[src/rtl/apb_requester.sv]
// ============================================================================
//  Module   : apb_requester
//  Purpose  : Local valid/ready command port to APB initiator, with an
//             optional ACCESS wait-state timeout.
//  Revision : 1.0  initial release
// ============================================================================
`default_nettype none

module apb_requester #(
    parameter int ADDR_W  = 7,
    parameter int DATA_W  = 32,
    parameter int TIMEOUT = 16
) (
    input  logic              pclk,
    input  logic              prst_n,
    input  logic              cmd_valid,
    output logic              cmd_ready,
    input  logic              cmd_write,
    input  logic [ADDR_W-1:0] cmd_addr,
    input  logic [DATA_W-1:0] cmd_wdata,
    output logic              rsp_valid,
    output logic [DATA_W-1:0] rsp_rdata,
    output logic              rsp_err,
    output logic              rsp_timeout,
    output logic [ADDR_W-1:0] paddr,
    output logic              pwrite,
    output logic              psel,
    output logic              penable,
    output logic [DATA_W-1:0] pwdata,
    input  logic [DATA_W-1:0] prdata,
    input  logic              pready,
    input  logic              pslverr
);

    localparam int              C_CNT_W    = (TIMEOUT > 0) ? $clog2(TIMEOUT + 1) : 1;
    localparam bit              C_TO_EN    = (TIMEOUT > 0);
    localparam logic [C_CNT_W-1:0] C_CNT_LAST = C_TO_EN ? C_CNT_W'(TIMEOUT - 1) : '0;

    localparam logic [1:0] C_IDLE   = 2'd0;
    localparam logic [1:0] C_SETUP  = 2'd1;
    localparam logic [1:0] C_ACCESS = 2'd2;

    logic [1:0]         state_q,     state_d;
    logic [C_CNT_W-1:0] wait_cnt_q,  wait_cnt_d;
    logic [ADDR_W-1:0]  paddr_q,     paddr_d;
    logic               pwrite_q,    pwrite_d;
    logic [DATA_W-1:0]  pwdata_q,    pwdata_d;
    logic               rsp_valid_q, rsp_valid_d;
    logic [DATA_W-1:0]  rsp_rdata_q, rsp_rdata_d;
    logic               rsp_err_q,   rsp_err_d;
    logic               rsp_to_q,    rsp_to_d;

    logic accept;
    logic complete;
    logic timeout_hit;

    assign accept   = cmd_valid & cmd_ready;
    assign complete = (state_q == C_ACCESS) & pready;
    // Fires on the T-th stalled ACCESS cycle; a same-cycle pready wins.
    assign timeout_hit = C_TO_EN && (state_q == C_ACCESS) && !pready
                         && (wait_cnt_q == C_CNT_LAST);

    // State register
    always_ff @(posedge pclk or negedge prst_n) begin
        if (!prst_n) begin
            state_q     <= C_IDLE;
            wait_cnt_q  <= '0;
            paddr_q     <= '0;
            pwrite_q    <= 1'b0;
            pwdata_q    <= '0;
            rsp_valid_q <= 1'b0;
            rsp_rdata_q <= '0;
            rsp_err_q   <= 1'b0;
            rsp_to_q    <= 1'b0;
        end else begin
            state_q     <= state_d;
            wait_cnt_q  <= wait_cnt_d;
            paddr_q     <= paddr_d;
            pwrite_q    <= pwrite_d;
            pwdata_q    <= pwdata_d;
            rsp_valid_q <= rsp_valid_d;
            rsp_rdata_q <= rsp_rdata_d;
            rsp_err_q   <= rsp_err_d;
            rsp_to_q    <= rsp_to_d;
        end
    end

    // Next-state logic
    always_comb begin
        state_d = state_q;
        case (state_q)
            C_IDLE:   if (cmd_valid) state_d = C_SETUP;
            C_SETUP:  state_d = C_ACCESS;
            C_ACCESS: begin
                if (pready)           state_d = cmd_valid ? C_SETUP : C_IDLE;
                else if (timeout_hit) state_d = C_IDLE;
            end
            default:  state_d = C_IDLE;
        endcase
    end

    // FSM outputs
    always_comb begin
        psel      = 1'b0;
        penable   = 1'b0;
        cmd_ready = 1'b0;
        case (state_q)
            C_IDLE:   cmd_ready = 1'b1;
            C_SETUP:  psel      = 1'b1;
            C_ACCESS: begin
                psel      = 1'b1;
                penable   = 1'b1;
                cmd_ready = pready;
            end
            default:  cmd_ready = 1'b0;
        endcase
    end

    // Datapath: command capture, wait counter and response formation
    always_comb begin
        paddr_d     = paddr_q;
        pwrite_d    = pwrite_q;
        pwdata_d    = pwdata_q;
        wait_cnt_d  = wait_cnt_q;
        rsp_valid_d = 1'b0;
        rsp_rdata_d = rsp_rdata_q;
        rsp_err_d   = rsp_err_q;
        rsp_to_d    = rsp_to_q;

        if (accept) begin
            paddr_d    = cmd_addr;
            pwrite_d   = cmd_write;
            pwdata_d   = cmd_wdata;
            wait_cnt_d = '0;
        end else if ((state_q == C_ACCESS) && !pready) begin
            wait_cnt_d = wait_cnt_q + 1'b1;
        end

        if (complete) begin
            rsp_valid_d = 1'b1;
            rsp_rdata_d = pwrite_q ? '0 : prdata;
            rsp_err_d   = pslverr;
            rsp_to_d    = 1'b0;
        end else if (timeout_hit) begin
            rsp_valid_d = 1'b1;
            rsp_rdata_d = '0;
            rsp_err_d   = 1'b1;
            rsp_to_d    = 1'b1;
        end
    end

    assign paddr       = paddr_q;
    assign pwrite      = pwrite_q;
    assign pwdata      = pwdata_q;
    assign rsp_valid   = rsp_valid_q;
    assign rsp_rdata   = rsp_rdata_q;
    assign rsp_err     = rsp_err_q;
    assign rsp_timeout = rsp_to_q;

endmodule

`default_nettype wire
[config.mk]
export PLATFORM = sky130hd
export DESIGN_NAME = apb_requester
export DESIGN_NICKNAME = d
export VERILOG_FILES = /design/src/rtl/apb_requester.sv
export SDC_FILE = /design/constraint.sdc
export NUM_CORES = 1
export LEC_CHECK = 0
export CORE_MARGIN = 2
export CORE_UTILIZATION = 40
export CTS_CLUSTER_DIAMETER = 50
export CTS_CLUSTER_SIZE = 8
export DETAILED_ROUTE_END_ITERATION = 10
export PLACE_DENSITY = 0.78
export SETUP_SLACK_MARGIN = 0.1
export SLEW_MARGIN = 10
export SYNTH_ARGS = -nofsm -noshare
export SYNTH_HDL_FRONTEND = slang
export SYNTH_SLANG_ARGS = --single-unit
export TNS_END_PERCENT = 100
[constraint.sdc]
create_clock -name pclk -period 5.2 [get_ports pclk]
set_input_delay 1.04 -clock pclk [delete_from_list [all_inputs] [get_ports pclk]]
set_output_delay 1.04 -clock pclk [all_outputs]
set_load 0.05 [all_outputs]
==> summary.md <==
| Metric | Value |
|---|---|
| Uppermost layer routed | `met4` |
| Synth Area in Compound Gates | `10.7%` |
| Layout cell share with drive strength beyond 1 | `17.5%` |
| Startpoint Class | `input pin` |
| CP Capture Type | `output pin` |
| CTS tree | `built` |
| Most frequent CP cell | `clkdlybuf4s50_1` |
| Synth Area in Simple Gates | `2.68%` |
| Core box area | `0.00813 mm2` |
| Inserted Diodes | `0` |
| Avg Vias per Cell | `4.88` |
| Crit-path max FO | `6` |
| Io pins | `155` |
| Max Cap Viol | `0` |
| Top cell type's share of synthesized area | `61.8%` |
| Die area | `0.00905 mm2` |
| Worst reg2reg setup slack | `2.58 ns` |
| Hold WC Path Type | `flop to flop` |
| H-tree levels | `3` |
| Post-Syn Area | `0.00332 mm2` |
| Post-CTS setup buffer count | `0` |
| Slew Viols, Final | `0` |
| Initial antenna violation count | `0` |
| Mapped Cells | `205` |
| Final Cycle Share | `70.2%` |
| Period minus WS final | `3.65 ns` |
| Drt pass-1 iters | `4` |
| Arrival time worst endpoint | `2.61 ns` |
| Layout Area Growth over Synthesis | `55.5%` |
| Synth area leaders | `dfrtp_1 (62%), mux2_4 (18%), a22o_1 (8.4%)` |
| First-pass GRT wire length | `12,200 um` |
| Slowest-stage cell, CP | `clkdlybuf4s50_1` |
| Unrepaired setup endpoints after global routing | `no` |
| Grt ovf | `0` |
| Starting density of the core | `40.8%` |
| Area leader, netlist | `dfrtp_1` |
| Max_slew headroom | `26.8%` |
| EDFF count, synth | `0` |
| Setup Skew | `0.0131 ns` |
| Sequential area share after synthesis | `61.8%` |
| Vias in the first global route | `2,307` |
| Syn Area/Cell | `16.2 um2` |
| Worst-Margin Slew | `1.09 ns` |
| Post-CTS sizing | `0` |
| Vias | `2,294` |
| Tot Pwr | `0.00375 W` |
| Largest family of logic cells by synthesized area | `multiplexers` |
| Routed metal-1 wirelength | `3490 um` |
| Total Nets Final | `444` |
| Per-cell routed wire length | `17.2 um` |
| Flop and latch count out of synthesis | `82` |
| CP Data Required Time | `4.16 ns` |
| Clock Root Buffer | `clkbuf_8` |
| DR DRC count | `0` |
| Worst-Skew Late Latency | `0.35 ns` |
| Clk sinks | `82` |
| Clock transition at path regs | `0.09 ns` |
| CP Class | `input pin to output pin` |
| Post-synthesis xor/xnor area fraction | `0.528%` |
| Initial drt markers | `55` |
| Mux contribution to synthesized area | `18.9%` |
| # port buffers | `154` |
| Cell variety after synth | `29` |
| Largest net degree at the start of global routing | `83` |
| Post-Synth Adder-Cell Area | `2.26%` |
| Met3 WL | `555 um` |
| Routability Congestion | `0.704` |
| Max Clk Rate | `274 MHz` |
| Net Count, Synth | `288` |
| Setup_tns | `0 ns` |
| Placed Area | `0.00493 mm2` |
| Power per Cell Area | `726 mW/mm2` |
| Slowest stage delay, CP | `0.80 ns` |
| Final Setup Violations | `0` |
| Met2 wire len | `3910 um` |
| Antenna Nets Post-Route | `0` |
| Synth cell count leaders | `dfrtp_1 (82), mux2_4 (39), a22o_1 (32), buf_2 (6), ha_1 (6)` |
| Die width | `95.1 um` |
| Hold violation count in the final report | `0` |
| All-layer global routing usage | `17.8%` |
| Post-synth ARST share | `100%` |
| Post-CTS Hold Buffers | `0` |
| Overall routed net length | `8080 um` |
| Ys flop type | `dfrtp_1` |
| CTS Buffer Depth | `2` |
| Status | `finished, final reports clean` |
| Finished layout cell area | `0.00516 mm2` |
| Hold_ws | `0.502 ns` |
| Post-DP HPWL | `5680 um` |
| CP Cell Sequence | `clkdlybuf4s50_1 > a21o_4 > clkdlybuf4s50_1` |
| Count leader, synth | `dfrtp_1` |
| CTS buffer count | `9` |
| Yosys warns | `0` |
| Die Height | `95.1 um` |
| Max IR drop VDD | `408 uV` |
| Cell row count | `33` |
| Leakage | `2.34 nW` |
==> cells by family after synthesis <==
kind of cell / count (synthesis)
simple gates: 16
xor+xnor: 2
flops: 82
compound gates: 40
fa+ha+maj: 6
mux: 43
buf+inv: 16
==> registers in the layout, indices dropped and copies added (netlist names) <==
signal       count
wait_cnt_q       5
rsp_valid        1
rsp_rdata       32
state_q          2
pwdata          32
pwrite           1
paddr            7
rsp_timeout      1
rsp_err          1
==> layer usage <==
metal / up-vias / track usage (%)
li1: 1055 / -
met1: 1145 / 23.6
met2: 84 / 27.9
met3: 10 / 4.90
met4: 0 / 7.00
met5: - / 0
==> critical path: cells and delay by family <==
kind | cells | cell delay (ns)
buffers and inverters | 2 | 1.39
AOI/OAI and AO/OA | 1 | 0.18
==> layout by cell type, fill, tap and decap left out, types with 2 or more instances in the layout <==
cell type and n:
nand3b_1 2, clkbuf_8 9, buf_4 3, nor2_1 4, ha_1 6, dfrtp_1 82
mux2_4 39, inv_1 5, a21oi_1 2, mux2i_1 2, clkdlybuf4s50_1 153, bufinv_16 3
a22o_1 32, and3_1 2
==> final timing paths <==
check,from,to,cells after the start
max in group asynchronous,prst_n,wait_cnt_q[0]$_DFFE_PN0P_,1
setup reg to reg,state_q[0]$_DFFE_PN0P_,paddr[4]$_DFFE_PN0N_,6
min in group asynchronous,prst_n,pwdata[28]$_DFFE_PN0N_,1
hold / removal,rsp_err$_DFFE_PN0P_,rsp_err$_DFFE_PN0P_,1
hold reg to reg,rsp_err$_DFFE_PN0P_,rsp_err$_DFFE_PN0P_,1
setup / recovery,pready,cmd_ready,3
==> stage by stage <==
stage	utilization, %	worst slack [ns]	std cells
after floorplan	-	2.81	205
after global placement	60.6	1.58	455
after detailed placement	60.6	1.56	455
after CTS	63.4	1.55	470
after global routing	63.5	1.51	470
final	63.5	1.55	470
==> layout make-up <==
class,instances,area [um2]
clock buffers,10,128
clock inverters,5,104
fillers,639,2970
inverters,5,18.8
multi-input cells,107,1170
flip-flops and latches,82,2050
well taps,105,131
repair buffers,156,1550
==> where the power goes <==
part           switching, W  internal, W
combinational       0.00129     0.000857
clock              0.000227     0.000317
sequential         0.000155     0.000903
Note: power is estimated with default switching activity, not from simulation.
